**src/rtl/btn_debounce_multi.sv**
```systemverilog
// N-channel push-button conditioner: 2-FF synchroniser, tick-sampled debounce
// with hysteresis, rise/fall pulses and per-channel long-press detection.
// A shared divider produces a one-clk sample tick used as a clock enable.
// Optional feature macro: BTN_AUTOREPEAT_EN (auto-repeat pulses on o_rpt
// while a press is held past the long-press point). Without it o_rpt is 0.
module btn_debounce_multi #(
  parameter int N_CH         = 4,
  parameter int F_COUNT      = 1000,
  parameter int DB_DEPTH     = 8,
  parameter int LONG_TICKS   = 50000,
  parameter int REPEAT_TICKS = 10000
) (
  input  logic            clk,
  input  logic            rst,
  input  logic [N_CH-1:0] i_btn,
  output logic [N_CH-1:0] o_level,
  output logic [N_CH-1:0] o_rise,
  output logic [N_CH-1:0] o_fall,
  output logic [N_CH-1:0] o_long,
  output logic [N_CH-1:0] o_rpt
);

  localparam int DIV_W = (F_COUNT > 1) ? $clog2(F_COUNT) : 1;

  typedef enum logic [1:0] {
    ST_IDLE,
    ST_PRESSED,
    ST_HELD
  } state_t;

  logic [DIV_W-1:0]    div_cnt;
  logic                tick;
  logic [N_CH-1:0]     sync_meta;
  logic [N_CH-1:0]     sync_q;
  logic [DB_DEPTH-1:0] shreg [N_CH];
  logic [N_CH-1:0]     level_d;
  state_t              state_q [N_CH];
  state_t              state_d [N_CH];
  logic [31:0]         hold_q  [N_CH];
  logic [31:0]         hold_d  [N_CH];
  logic [N_CH-1:0]     long_d;
`ifdef BTN_AUTOREPEAT_EN
  logic [N_CH-1:0]     rpt_d;
`endif

  // Shared sample divider: counts 0..F_COUNT-1, tick on the last count.
  // With F_COUNT == 1 the counter stays at 0 and tick is constantly high.
  always_ff @(posedge clk or posedge rst) begin
    // NOTE: sequential state uses non-blocking assignments only, so every
    // flop samples the pre-edge values regardless of block ordering.
    if (rst)       div_cnt <= '0;
    else if (tick) div_cnt <= '0;
    else           div_cnt <= div_cnt + 1'b1;
  end

  assign tick = (div_cnt == DIV_W'(F_COUNT - 1));

  // Two-flop synchroniser for the raw asynchronous buttons.
  always_ff @(posedge clk or posedge rst) begin
    if (rst) begin
      sync_meta <= '0;
      sync_q    <= '0;
    end else begin
      sync_meta <= i_btn;
      sync_q    <= sync_meta;
    end
  end

  // Per-channel sample history, advanced only on the sample tick.
  always_ff @(posedge clk or posedge rst) begin
    // NOTE: the history array is cleared on reset on purpose: a stale
    // all-ones history would re-assert the level right after reset.
    if (rst) begin
      for (int i = 0; i < N_CH; i++) shreg[i] <= '0;
    end else if (tick) begin
      for (int i = 0; i < N_CH; i++) shreg[i] <= {shreg[i][DB_DEPTH-2:0], sync_q[i]};
    end
  end

  // Hysteresis: set on all-ones history, clear on all-zeros, otherwise hold.
  always_comb begin
    // NOTE: level_d gets a full default before any condition, so no latch
    // can be inferred for channels whose history is mixed.
    level_d = o_level;
    for (int i = 0; i < N_CH; i++) begin
      if (&shreg[i])       level_d[i] = 1'b1;
      else if (~|shreg[i]) level_d[i] = 1'b0;
    end
  end

  // Registered level with edge pulses aligned to the first cycle of the new level.
  always_ff @(posedge clk or posedge rst) begin
    if (rst) begin
      o_level <= '0;
      o_rise  <= '0;
      o_fall  <= '0;
    end else begin
      o_level <= level_d;
      o_rise  <= level_d & ~o_level;
      o_fall  <= ~level_d & o_level;
    end
  end

  // Long-press FSM next-state: release wins over long/repeat in the same cycle.
  always_comb begin
    long_d = '0;
`ifdef BTN_AUTOREPEAT_EN
    rpt_d  = '0;
`endif
    for (int i = 0; i < N_CH; i++) begin
      state_d[i] = state_q[i];
      hold_d[i]  = hold_q[i];
      if (o_fall[i]) begin
        state_d[i] = ST_IDLE;
        hold_d[i]  = '0;
      end else begin
        unique case (state_q[i])
          ST_IDLE: begin
            if (o_rise[i]) begin
              state_d[i] = ST_PRESSED;
              hold_d[i]  = '0;
            end
          end
          ST_PRESSED: begin
            if (tick) begin
              if (hold_q[i] == 32'(LONG_TICKS - 1)) begin
                long_d[i]  = 1'b1;
                hold_d[i]  = '0;
                state_d[i] = ST_HELD;
              end else begin
                hold_d[i] = hold_q[i] + 32'd1;
              end
            end
          end
          ST_HELD: begin
`ifdef BTN_AUTOREPEAT_EN
            if (tick) begin
              if (hold_q[i] == 32'(REPEAT_TICKS - 1)) begin
                rpt_d[i]  = 1'b1;
                hold_d[i] = '0;
              end else begin
                hold_d[i] = hold_q[i] + 32'd1;
              end
            end
`endif
          end
          default: begin
            state_d[i] = ST_IDLE;
            hold_d[i]  = '0;
          end
        endcase
      end
    end
  end

  // Long-press FSM state, hold counter and registered event pulses.
  always_ff @(posedge clk or posedge rst) begin
    if (rst) begin
      for (int i = 0; i < N_CH; i++) begin
        state_q[i] <= ST_IDLE;
        hold_q[i]  <= '0;
      end
      o_long <= '0;
`ifdef BTN_AUTOREPEAT_EN
      o_rpt  <= '0;
`endif
    end else begin
      for (int i = 0; i < N_CH; i++) begin
        state_q[i] <= state_d[i];
        hold_q[i]  <= hold_d[i];
      end
      o_long <= long_d;
`ifdef BTN_AUTOREPEAT_EN
      o_rpt  <= rpt_d;
`endif
    end
  end

`ifndef BTN_AUTOREPEAT_EN
  assign o_rpt = '0;
`endif

endmodule
```
**config.mk**
```make
export PLATFORM = sky130hd
export DESIGN_NAME = btn_debounce_multi
export DESIGN_NICKNAME = d
export VERILOG_FILES = /design/src/rtl/btn_debounce_multi.sv
export SDC_FILE = /design/constraint.sdc
export NUM_CORES = 1
export LEC_CHECK = 0
export BUFFER_PORTS_ARGS = -buffer_cell sky130_fd_sc_hd__buf_2
export CORE_MARGIN = 2
export CORE_UTILIZATION = 45
export DETAILED_ROUTE_END_ITERATION = 6
export GPL_ROUTABILITY_DRIVEN = 0
export PLACE_DENSITY_LB_ADDON = 0.1
export SYNTH_ARGS = -nofsm -noshare
export SYNTH_HDL_FRONTEND = slang
export SYNTH_SLANG_ARGS = --single-unit
```
**constraint.sdc**
```tcl
create_clock -name clk -period 8.33 [get_ports clk]
set_input_delay 0.833 -clock clk [delete_from_list [all_inputs] [get_ports clk]]
set_output_delay 0.833 -clock clk [all_outputs]
set_load 0.01 [all_outputs]
```
# Yosys cells after proc, flatten, opt, wreduce, memory -nomap -nowiden

Index checks and enable logic that the tools add are counted.

Output and inout bits: 20
Bits of input ports: 6
Word-level logic and storage cells: 142
Flip-flop bits (word level): 202

$add $sub $neg: 5
Bitwise operators: 4
Mux-type cells: 65
Reduce and logical (&&, ||, !) cells: 20
Equality and inequality tests: 29

Operators by type and width:

| operator                                         | number |
|---|---|
| two-way mux 32 bit                               | 16 |
| one-hot mux 32 bit (3 select lines)              | 4 |
| adder 32 x 1 -> 32 bit (second input constant)   | 4 |
| == test 32 x 16 -> 1 bit (second input constant) | 4 |
| inequality test 3 bit (second input constant)    | 12 |
| two-way mux 2 bit                                | 16 |
| AND reduction 8 bit                              | 4 |
| OR reduction 8 bit                               | 4 |
| two-way mux 1 bit                                | 24 |
| one-hot mux 2 bit (3 select lines)               | 4 |
| AND reduction 4 bit                              | 4 |
| AND reduction 3 bit                              | 4 |
| adder 10 x 1 -> 10 bit (second input constant)   | 1 |
| == test 10 bit (second input constant)           | 1 |
| two-way mux 10 bit                               | 1 |
| AND 4 bit                                        | 2 |
| == test 2 x 1 -> 1 bit (second input constant)   | 4 |
| == test 2 bit (second input constant)            | 4 |
| logical NOT 2 bit                                | 4 |
| inequality test 2 bit (second input constant)    | 4 |
| inverter 4 bit                                   | 2 |

# Longest topological paths before layout

Gate-level depths: netlist (run 1).

Depth in word-level cells: 5
Gate-level depth with buffers: 9
Gate-level depth less buffers: 6

# Worst setup path after synthesis (run 1)

OpenSTA, ideal clock, no wires.

Kind: reg2reg
Start point: reg hold_q[61] (netlist bit)
End point: reg state_q[2] (netlist bit)
Path buffers: 0
Clock period less this slack: 2.380 ns
Cell stages (with the launch flop): 6
Library setup time: 0.125 ns
Path slack: 5.950 ns
Data arrival time: 2.255 ns
Required time: 8.205 ns
Path through: dfrtp_1 -> or4_1 -> or4_4 -> o31ai_4 -> and2_1 -> mux2_2

Cells in the longest elaborated chain, start to end: 3

Ends and longest elaborated chain:

| item                                   | line | text |
|---|---|---|
| from (decl)                            | 39   | `logic [31:0] hold_q [N_CH];` |
| from (signal, indexed assignment)      | 170  | `hold_q[i] <= hold_d[i];` |
| == test 32 x 16 -> 1 bit               | 126  | `if (hold_q[i] == 32'(LONG_TICKS - 1)) begin` |
| inequality test 3 bit (no source line) | -    |  |
| AND reduction 4 bit (no source line)   | -    |  |
| to (signal, indexed assignment)        | 169  | `state_q[i] <= state_d[i];` |
| to (decl)                              | 37   | `state_t state_q [N_CH];` |

No other way between the ends.
A chain may end at the register's enable or synchronous reset.

# Worst setup path after layout (run 1)

Same ends and word-level chain as after synthesis.

==> results of run 1 <==
[final cells by class]
class / instances / area (µm²)
multi-input cells: 841 / 4940
repair buffers: 33 / 195
well taps: 285 / 357
clock buffers: 33 / 686
clock inverters: 8 / 68.8
inverters: 23 / 93.8
fillers: 2123 / 11200
flip-flops and latches: 202 / 5050
[power breakdown]
part           leakage (nW)  switching (mW)  total [mW]  internal (mW)
Clock                 0.377           0.403        1.01          0.602
Sequential             2.79        0.000676       0.984          0.984
Combinational          1.80          0.0199      0.0212        0.00132
[worst max path at each step]
| stage | startpoint | slack [ps] | to | cells after the start |
|---|---|---|---|---|
| finish | hold_q[61]$_DFFE_PP0P_ | 5000 | state_q[2]$_DFFE_PP0P_ | 5 |
| detailed placement | hold_q[61]$_DFFE_PP0P_ | 5010 | state_q[2]$_DFFE_PP0P_ | 5 |
| global placement | hold_q[61]$_DFFE_PP0P_ | 5010 | state_q[2]$_DFFE_PP0P_ | 5 |
| global route | hold_q[61]$_DFFE_PP0P_ | 4850 | state_q[2]$_DFFE_PP0P_ | 5 |
| CTS | hold_q[61]$_DFFE_PP0P_ | 4990 | state_q[2]$_DFFE_PP0P_ | 5 |
| floorplan | rst | 1990 | div_cnt[0]$_DFF_PP0_ | 1 |
[state kept, by name, summed over array words and instances, names as in the netlist]
name and cells:
state_q 8, o_fall 4, o_rise 4, sync_meta 4, o_long 4, div_cnt 10, sync_q 4, shreg 32
hold_q 128, o_level 4
[critical path, stage by stage (launching register included)]
cell and delay, ps:
dfrtp_1 410, or4_1 550, or4_4 570, o31ai_4 550, and2_1 730, mux2_2 400
[cells in the mapped netlist, types with 14 or more instances]
cell and number:
a21oi_1 64, a22o_1 17, and2_1 14, and3_1 24, clkbuf_1 40, dfrtp_1 202, inv_1 23, nand2_1 153
nand3_1 44, nand4_1 47, nor2_1 86, nor3_1 26, nor4_1 32, o2111ai_1 14, o21ai_0 63, o31ai_1 38
or3_1 33, or4_1 39, xor2_1 36
[kinds of logic after synthesis]
logic type,synth area share (%)
and+or+nand+nor,28.5
AOI/OAI and AO/OA,14.5
DFF,49.1
buffers and inverters,3.03
xor gates and xnor gates,3.58
muxes,0.645
adders and majority gates,0.608
other,0.0365
[stage by stage]
stage | setup slack, ps | cell area (µm²) | instances
3_3_place_gp | 5010 | 10600 | 1384
6_report | 5000 | 11400 | 1425
3_5_place_dp | 5010 | 10600 | 1384
4_1_cts | 4990 | 11400 | 1425
2_1_floorplan | 1990 | 10300 | 1116
5_1_grt | 4850 | 11400 | 1425
[cell usage in the layout (no fill, tap or decap), types with 25 or more instances in the layout]
cell type | Yosys | layout
dfrtp_1 | 202 | 202
nand2_1 | 153 | 153
nor2_1 | 86 | 86
a21oi_1 | 64 | 64
o21ai_0 | 63 | 63
nand4_1 | 47 | 47
nand3_1 | 44 | 44
or4_1 | 39 | 39
o31ai_1 | 38 | 38
xor2_1 | 36 | 36
or3_1 | 33 | 33
nor4_1 | 32 | 32
nor3_1 | 26 | 25
clkbuf_16 | 0 | 25
[per-layer routing]
metal / wire length (µm) / track usage [%]
met1: 11600 / 29.1
met2: 10300 / 29.3
met3: 807 / 2.81
met4: 363 / 4.37
met5: 0 / 0
==> flow_metrics.py, run 1 <==
metrics = {
    "worst_setup_path": {
        "cp_max_fo": 20,
        "cp_data_required_time_ps": 8730,
        "critPathKind": "reg -> reg",
        "timing.rr.end": "state_q[2]$_DFFE_PP0P_",
        "start_kind": "flop",
        "r2r_start": "hold_q[61]$_DFFE_PP0P_",
        "worstPathArrival_ps": 3720,
        "reg2reg_slack_ps": 5000,
        "cp-end-kind": "flop",
        "reg2reg_depth": 5,
    },
    "synth": {
        "yosys-top-cells-area": "dfrtp_1 (49%), nand2_1 (5.6%), nor2_1 (3.1%)",
        "avgSynthCellArea_um2": 9.24,
        "yosysWarnings": 0,
        "synth_top_area_cell": "dfrtp_1",
        "synthDistinctLibCells": 56,
        "synth_cells": 1113,
        "synth_edf_count": 0,
        "synthArstFlopShare_pct": 100,
        "ys.flop_type": "dfrtp_1",
        "ys_seq_elements": 202,
        "synth_top_area_share_pct": 49.1,
        "seq_area_frac_synth_pct": 49.1,
        "synth_area_um2": 10300,
    },
    "route": {
        "wl_per_cell_um": 16.1,
        "drt-total-wl_mm": 23.0,
        "viasPerCell": 5.89,
        "drtIter0Drc": 540,
        "drt-pass1-iter-count": 5,
        "drc": 0,
        "ant_nets": 0,
        "vias": 8394,
    },
    "floorplanning": {
        "ios": 26,
        "die_w_um": 155,
        "die-area_um2": 24100,
        "initial_core_util_pct": 45.6,
        "num_rows": 55,
        "coreArea_um2": 22600,
        "die_h_um": 155,
    },
    "final_layout": {
        "syn_to_final_growth_pct": 10.7,
        "diodes": 0,
        "nNetsFinal": 1136,
        "fin_util_pct": 50.5,
        "final_layout_size_suffix_gt1_share_pct": 8.16,
    },
    "run": {
        "drv_cap": 0,
    },
    "power_and_ir_drop": {
        "power_density_nw_per_um2": 177,
        "finalPower_mw": 2.01,
        "leakage_nw": 4.97,
        "ir_worst_vdd_mv": 0.143,
    },
    "clocking": {
        "cts-hold-fix-buffers": 0,
        "cts.sinks": 202,
        "cts_tree": "built",
        "clkLatencyLatePin_ps": 520,
        "clkTransAtPathRegs_ps": 60,
        "cts_root_buf": "clkbuf_16",
        "numCtsBuffers": 24,
        "cts_setup_buffers": 0,
        "clockBufferDepth": 3,
        "htree_levels": 1,
        "cts.repair.resized": 0,
    },
    "timing": {
        "period_needed_ps": 3330,
        "hold_viol_final": 0,
        "rsz0062_at_grt": "no",
        "hold_ws_ps": 349,
        "finalCritPeriodShare_pct": 39.9,
        "fmaxAchievable_mhz": 301,
        "slew_headroom_pct": 31.6,
        "setup_viol": 0,
        "tightest_slew_ps": 1020,
        "tns_ps": 0,
        "drv_slew": 0,
        "skew_ps": 14.2,
    },
    "grt": {
        "grt_overflow": 0,
        "antenna_found_initial": 0,
        "grtUsageTotal_pct": 19.2,
        "grt_max_degree": 134,
        "grt_pass1_wl_mm": 39.3,
        "grt_pass1_vias": 7781,
    },
    "placement": {
        "dp_hpwl_mm": 14.7,
        "port_buffers": 21,
    },
    "hold_path": {
        "holdPathStages": 0,
        "hold_path_end": "sync_q[2]$_DFF_PP0_",
        "hold_class": "reg -> reg",
        "min_from": "sync_meta[2]$_DFF_PP0_",
    },
    "status": {
        "run_status": "finished clean",
    },
}
No activity file was read; power rests on OpenSTA's default activity.
==> run 2: changes to the inputs <==
Clock period 8.33 ns to 3.5 ns, I/O delays scaled along.
==> run 2 against run 1 <==
Compared with the run above: the run now ends with negative hold slack left; clock-buffer cell count down 1; wire length up 0.50%; clock skew up 0.79 ps.
==> flow_metrics.py, run 2 (synthesis gave the netlist of run 1 again) <==
metrics = {
    "status": {
        "run_status": "finished with violations",
        "violations": "negative hold slack",
    },
    "worst_setup_path": {
        "critPathKind": "reg -> reg",
        "timing.rr.end": "hold_q[96]$_DFFE_PP0P_",
        "endpoint": "hold_q[96]$_DFFE_PP0P_",
        "reg2reg_depth": 6,
        "reg2reg_slack_ps": 650,
        "cp-end-kind": "flop",
        "r2r_start": "div_cnt[0]$_DFF_PP0_",
        "start_kind": "flop",
        "startpoint": "div_cnt[0]$_DFF_PP0_",
        "cp_max_fo": 12,
        "worstPathArrival_ps": 3310,
        "cp_data_required_time_ps": 3960,
    },
    "grt": {
        "antenna_found_initial": 0,
        "grt_max_degree": 72,
        "grt_overflow": 0,
        "grtUsageTotal_pct": 20.0,
        "grt_pass1_wl_mm": 40.6,
        "grt_pass1_vias": 8092,
    },
    "clocking": {
        "clockBufferDepth": 3,
        "clkLatencyLatePin_ps": 520,
        "cts_tree": "built",
        "cts.sinks": 202,
        "htree_levels": 1,
        "cts_root_buf": "clkbuf_16",
        "clkTransAtPathRegs_ps": 60,
        "numCtsBuffers": 24,
    },
    "placement": {
        "place_area_um2": 10700,
        "dp_hpwl_mm": 15.1,
        "port_buffers": 21,
    },
    "hold_path": {
        "hold_class": "in -> async",
    },
    "route": {
        "wirelength_met1_mm": 11.6,
        "drc": 0,
        "drt-pass1-iter-count": 5,
        "vias": 8415,
        "viasPerCell": 5.83,
        "wl_met3_um": 825,
        "top_layer_used": "met4",
        "drt-total-wl_mm": 23.1,
        "wl_per_cell_um": 16.0,
        "drtIter0Drc": 656,
        "ant_nets": 0,
        "dr_wl_met2_mm": 10.2,
    },
    "timing": {
        "slew_headroom_pct": 34.3,
        "rsz0062_at_grt": "no",
        "tns_ps": 0,
        "fmaxAchievable_mhz": 351,
        "setup_viol": 0,
        "finalCritPeriodShare_pct": 81.3,
        "hold_viol_final": 7,
        "period_needed_ps": 2850,
        "drv_slew": 0,
        "hold_ws_ps": -12.3,
        "tightest_slew_ps": 982,
        "skew_ps": 15.0,
    },
    "floorplanning": {
        "ios": 26,
        "die_w_um": 155,
        "die_h_um": 155,
        "num_rows": 55,
        "die-area_um2": 24100,
        "coreArea_um2": 22600,
        "initial_core_util_pct": 45.6,
    },
    "final_layout": {
        "top_register": "hold_q",
        "final_layout_size_suffix_gt1_share_pct": 9.66,
        "reg_top3": "hold_q (128), shreg (32), div_cnt (10)",
        "final_area_um2": 11700,
        "mostFrequentLayoutCell": "dfrtp_1",
        "fin_util_pct": 51.7,
        "nNetsFinal": 1152,
        "syn_to_final_growth_pct": 13.5,
        "layout_common_cells": "dfrtp_1 (202), nand2_1 (153), nor2_1 (86)",
        "diodes": 0,
        "largest_reg_flops": 128,
    },
    "power_and_ir_drop": {
        "leakage_nw": 5.11,
        "power_density_nw_per_um2": 440,
        "ir_worst_vdd_mv": 0.445,
    },
    "run": {
        "drv_cap": 0,
    },
}
-- run 2: layout make-up --
type	instances	area, µm²
timing repair buffer	49	350
tap	285	357
inverter	23	90.1
clock inverter	12	170
fill	2141	10900
clock buffer	32	712
multi-input combinational	841	4940
sequential	202	5050
-- run 2: timing repair --
| action | in CTS | in global routing |
|---|---|---|
| hold buffers | 4 | 0 |
| gates resized for setup | 0 | 0 |
| endpoints found under the hold margin | 4 | 0 |
| setup buffers | 0 | 0 |
| endpoints found under the setup margin | 0 | 0 |
-- run 2: how the worst min path moves through the flow --
| stage | to | cells after the start | startpoint | slack (ps) |
|---|---|---|---|---|
| floorplan | sync_q[0]$_DFF_PP0_ | 0 | sync_meta[0]$_DFF_PP0_ | 330 |
| global placement | sync_q[0]$_DFF_PP0_ | 0 | sync_meta[0]$_DFF_PP0_ | 330 |
| detailed placement | sync_q[0]$_DFF_PP0_ | 0 | sync_meta[0]$_DFF_PP0_ | 340 |
| CTS | hold_q[31]$_DFFE_PP0P_ | 2 | rst | 10 |
| global route | hold_q[30]$_DFFE_PP0P_ | 2 | rst | 60 |
| finish | hold_q[21]$_DFFE_PP0P_ | 2 | rst | -10 |
-- run 2: worst max-delay path: stages (launching register included) --
cell and delay [ps]:
dfrtp_1 380, ha_1 230, nand4b_2 300, nor4_4 570
nor2_1 330, nor3_1 700, mux2_2 280
-- run 2: per-layer routing --
metal	vias up	GRT usage (%)
met5	-	0
met4	0	5.72
met3	34	2.73
met2	129	30.3
met1	4061	30.3
li1	4191	-
-- run 2: power breakdown --
| part | internal (mW) | total, mW | switching, mW |
|---|---|---|---|
| Sequential | 2.34 | 2.34 | 0.00164 |
| Clock | 1.72 | 2.74 | 1.01 |
| Combinational | 0.0112 | 0.0599 | 0.0487 |
-- run 2: through the flow --
stage	power (mW)	setup WS [ps]	hold WS (ps)	instances
final	5.14	653	-12.3	1444
after global routing	5.31	403	55.7	1444
after CTS	5.21	641	10.7	1444
after detailed placement	2.45	656	336	1396
after global placement	2.45	675	333	1396
after floorplan	2.42	534	331	1116
==> run 3: changes to the inputs <==
Settings changed: ABC_AREA set to 1.
Clock period 3.5 ns to 2.65 ns, I/O delays scaled along.
==> run 3 against run 2 <==
Compared with the run above: the flow now finishes without violations; combinational power up 36%; total power up 32%; global-route usage up 1.3 points; die area up 17%; setup slack worse by 310 ps; largest cell class is now multi-input gates; synthesized cell count up 61%; critical path type unchanged; clock-buffer cell count down 1.
==> flow_metrics.py, run 3 <==
metrics = {
    "clocking": {
        "numCtsBuffers": 24,
        "cts.repair.resized": 0,
        "cts_root_buf": "clkbuf_16",
        "cts_tree": "built",
        "cts.sinks": 202,
        "clockBufferDepth": 3,
        "clkTransAtPathRegs_ps": 60,
        "htree_levels": 1,
        "clkLatencyLatePin_ps": 520,
    },
    "route": {
        "drtIter0Drc": 851,
        "ant_nets": 0,
        "drc": 0,
        "viasPerCell": 5.08,
        "wl_per_cell_um": 13.5,
        "drt-total-wl_mm": 29.5,
        "vias": 11100,
        "drt-pass1-iter-count": 6,
    },
    "synth": {
        "yosysWarnings": 0,
        "synth_adder_area_share_pct": 0.517,
        "ys.flop_type": "dfrtp_1",
        "synth_edf_count": 0,
        "synth_top_family_by_area": "simple AND/OR/NAND/NOR gates",
        "synthDistinctLibCells": 37,
        "synth_most_common_cell": "nand2_1",
        "synth_top_area_share_pct": 41.8,
        "synth_cells": 1796,
        "synthTopCellsByCount": "nand2_1 (500), nor2_1 (428), inv_1 (223), dfrtp_1 (202), nand3_1 (112)",
        "synth_compound_area_share_pct": 4.67,
        "synth_xor_area_share_pct": 1.09,
        "synthArstFlopShare_pct": 100,
        "seq_area_frac_synth_pct": 41.8,
        "synth_area_um2": 12100,
        "ys_seq_elements": 202,
        "synth.area.mux_share_pct": 0,
        "avgSynthCellArea_um2": 6.73,
        "synth_top_area_cell": "dfrtp_1",
        "synth-simple-area-share_pct": 42.5,
        "yosys-top-cells-area": "dfrtp_1 (42%), nand2_1 (16%), nor2_1 (13%)",
    },
    "power_and_ir_drop": {
        "switchingPower_mw": 1.40,
        "comb_power_share_pct": 1.2,
        "p_sw_share_pct": 20.6,
        "ir_worst_vdd_mv": 0.544,
        "power_density_nw_per_um2": 505,
        "seq_power_share_pct": 45.7,
        "share_clk_of_total_power_pct": 53.1,
        "cellInternalPower_mw": 5.37,
        "leakage_nw": 6.40,
    },
    "final_layout": {
        "top_register": "hold_q",
        "final_area_um2": 13400,
        "mostFrequentLayoutCell": "nand2_1",
        "reg_top3": "hold_q (128), shreg (32), div_cnt (10)",
        "syn_to_final_growth_pct": 10.9,
        "diodes": 0,
        "final_layout_size_suffix_gt1_share_pct": 6.34,
        "nNetsFinal": 1839,
        "fin_cells": 2180,
        "layout_common_cells": "nand2_1 (500), nor2_1 (428), inv_1 (222)",
        "largest_reg_flops": 128,
        "n_fill_cell": 2627,
    },
    "worst_setup_path": {
        "cp_max_fo": 17,
        "start_kind": "flop",
        "cp_num_buf_inv": 1,
        "reg2reg_slack_ps": 340,
        "r2r_start": "div_cnt[0]$_DFF_PP0_",
        "slowest_stage": "a21oi_2",
        "cp-end-kind": "flop",
        "worstPathArrival_ps": 2700,
        "critPathKind": "reg -> reg",
        "max_stage_delay_ps": 550,
        "critical_path.cell_chain": "ha_1, nand2_2, nor2_1, nand3_2, a21oi_2, nand2_1, inv_2, nor2_1",
        "timing.rr.end": "hold_q[98]$_DFFE_PP0P_",
        "cp_data_required_time_ps": 3040,
        "cp_common_cell": "nor2_1",
        "reg2reg_depth": 8,
        "critical-path-top-delay-family": "simple AND/OR/NAND/NOR gates",
    },
    "grt": {
        "grtUsageTotal_pct": 21.3,
        "grt_max_degree": 91,
        "grt_pass1_vias": 10500,
        "grt_pass1_wl_mm": 50.5,
        "grt_overflow": 0,
        "antenna_found_initial": 0,
    },
    "placement": {
        "dp_hpwl_mm": 21.0,
        "dp_cells": 2132,
        "port_buffers": 21,
        "pre_cts_slack_ps": 320,
        "place_area_um2": 12500,
    },
    "floorplanning": {
        "initial_core_util_pct": 46.1,
        "die_h_um": 168,
        "die-area_um2": 28200,
        "num_rows": 59,
        "die_w_um": 168,
        "coreArea_um2": 26200,
        "ios": 26,
    },
    "timing": {
        "finalCritPeriodShare_pct": 87.2,
        "rsz0062_at_grt": "no",
        "fin_ws_ps": 340,
        "tns_ps": 0,
        "fmaxAchievable_mhz": 433,
        "slew_headroom_pct": 57.9,
        "hold_ws_ps": 250,
        "skew_ps": 12.3,
        "drv_slew": 0,
        "tightest_slew_ps": 631,
        "hold_viol_final": 0,
        "setup_viol": 0,
        "period_needed_ps": 2310,
    },
    "hold_path": {
        "hold_class": "in -> async",
    },
    "run": {
        "drv_cap": 0,
    },
    "status": {
        "run_status": "finished clean",
    },
}
-- run 3: cell types whose count changed after synthesis, sizes merged, moves of 24 or more --
| cell | delta |
|---|---|
| a21oi | -47 |
| clkbuf | -33 |
| inv | +205 |
| nand2 | +359 |
| nand3 | +70 |
| nand4 | +44 |
| nor2 | +354 |
| nor4 | -24 |
| o31ai | -39 |
| or3 | -33 |
| or4 | -40 |
-- run 3: cell type report --
| type | count | area [µm²] | area share [%] |
|---|---|---|---|
| Clock buffer | 31 | 668 | 4.98 |
| Timing Repair Buffer | 42 | 300 | 2.24 |
| Sequential cell | 202 | 5050 | 37.7 |
| Multi-Input combinational cell | 1330 | 5910 | 44.1 |
| Clock inverter | 12 | 200 | 1.49 |
| Tap cell | 335 | 419 | 3.12 |
| Inverter | 228 | 860 | 6.41 |
-- run 3: kinds of logic (layout without fill, tap and decap cells) --
group                      count (synthesis)  after routing
DFF                                      202            202
adders and majority gates                  5              5
and+or+nand+nor                         1211           1211
other                                      1              4
AOI/OAI and AO/OA                         95             95
buffers and inverters                    267            313
xor gates and xnor gates                  15             15
-- run 3: timing repair --
item / in CTS / in global routing
hold buffers: 5 / 0
setup endpoints to repair: 0 / 0
endpoints found under the hold margin: 11 / 0
buffers inserted: 0 / 0
-- run 3: worst min-delay path: stages --
cell	delay (ps)
dlygate4sd3_1	530
buf_2	130
clkinvlp_4	220
-- run 3: worst max-delay path by stage --
stage / startpoint / to / slack, ps / cells after the start
after floorplan: rst / div_cnt[0]$_DFF_PP0_ / -230 / 1
after CTS: div_cnt[0]$_DFF_PP0_ / hold_q[107]$_DFFE_PP0P_ / 290 / 8
final: div_cnt[0]$_DFF_PP0_ / hold_q[98]$_DFFE_PP0P_ / 340 / 8
after global placement: div_cnt[0]$_DFF_PP0_ / hold_q[89]$_DFFE_PP0P_ / 430 / 9
after global routing: div_cnt[0]$_DFF_PP0_ / hold_q[107]$_DFFE_PP0P_ / 60 / 8
after detailed placement: div_cnt[0]$_DFF_PP0_ / hold_q[115]$_DFFE_PP0P_ / 320 / 8
-- run 3: power groups by stage --
stage          clock network (mW)  registers (mW)  logic [mW]
3_3_place_gp                    0            3.15      0.0814
2_1_floorplan                   0            3.15      0.0520
5_1_grt                      3.84            3.09      0.0979
3_5_place_dp                    0            3.15      0.0822
6_report                     3.59            3.09      0.0815
4_1_cts                      3.70            3.09      0.0879
-- run 3: routing by layer --
metal  GRT usage (%)  vias to the layer above  part of all wire [%]
met5               0                        -                     0
met4            5.48                        0                   1.7
met3            2.49                       36                   4.2
met2            34.9                      232                    46
met1            30.1                     5100                    48
li1                -                     5715                     -
-- run 3: metrics by stage --
stage,utilization (%),power (mW)
final,51.2,6.77
after global routing,51.2,7.03
after CTS,51.2,6.88
after detailed placement,47.7,3.23
after global placement,47.7,3.23
after floorplan,-,3.20
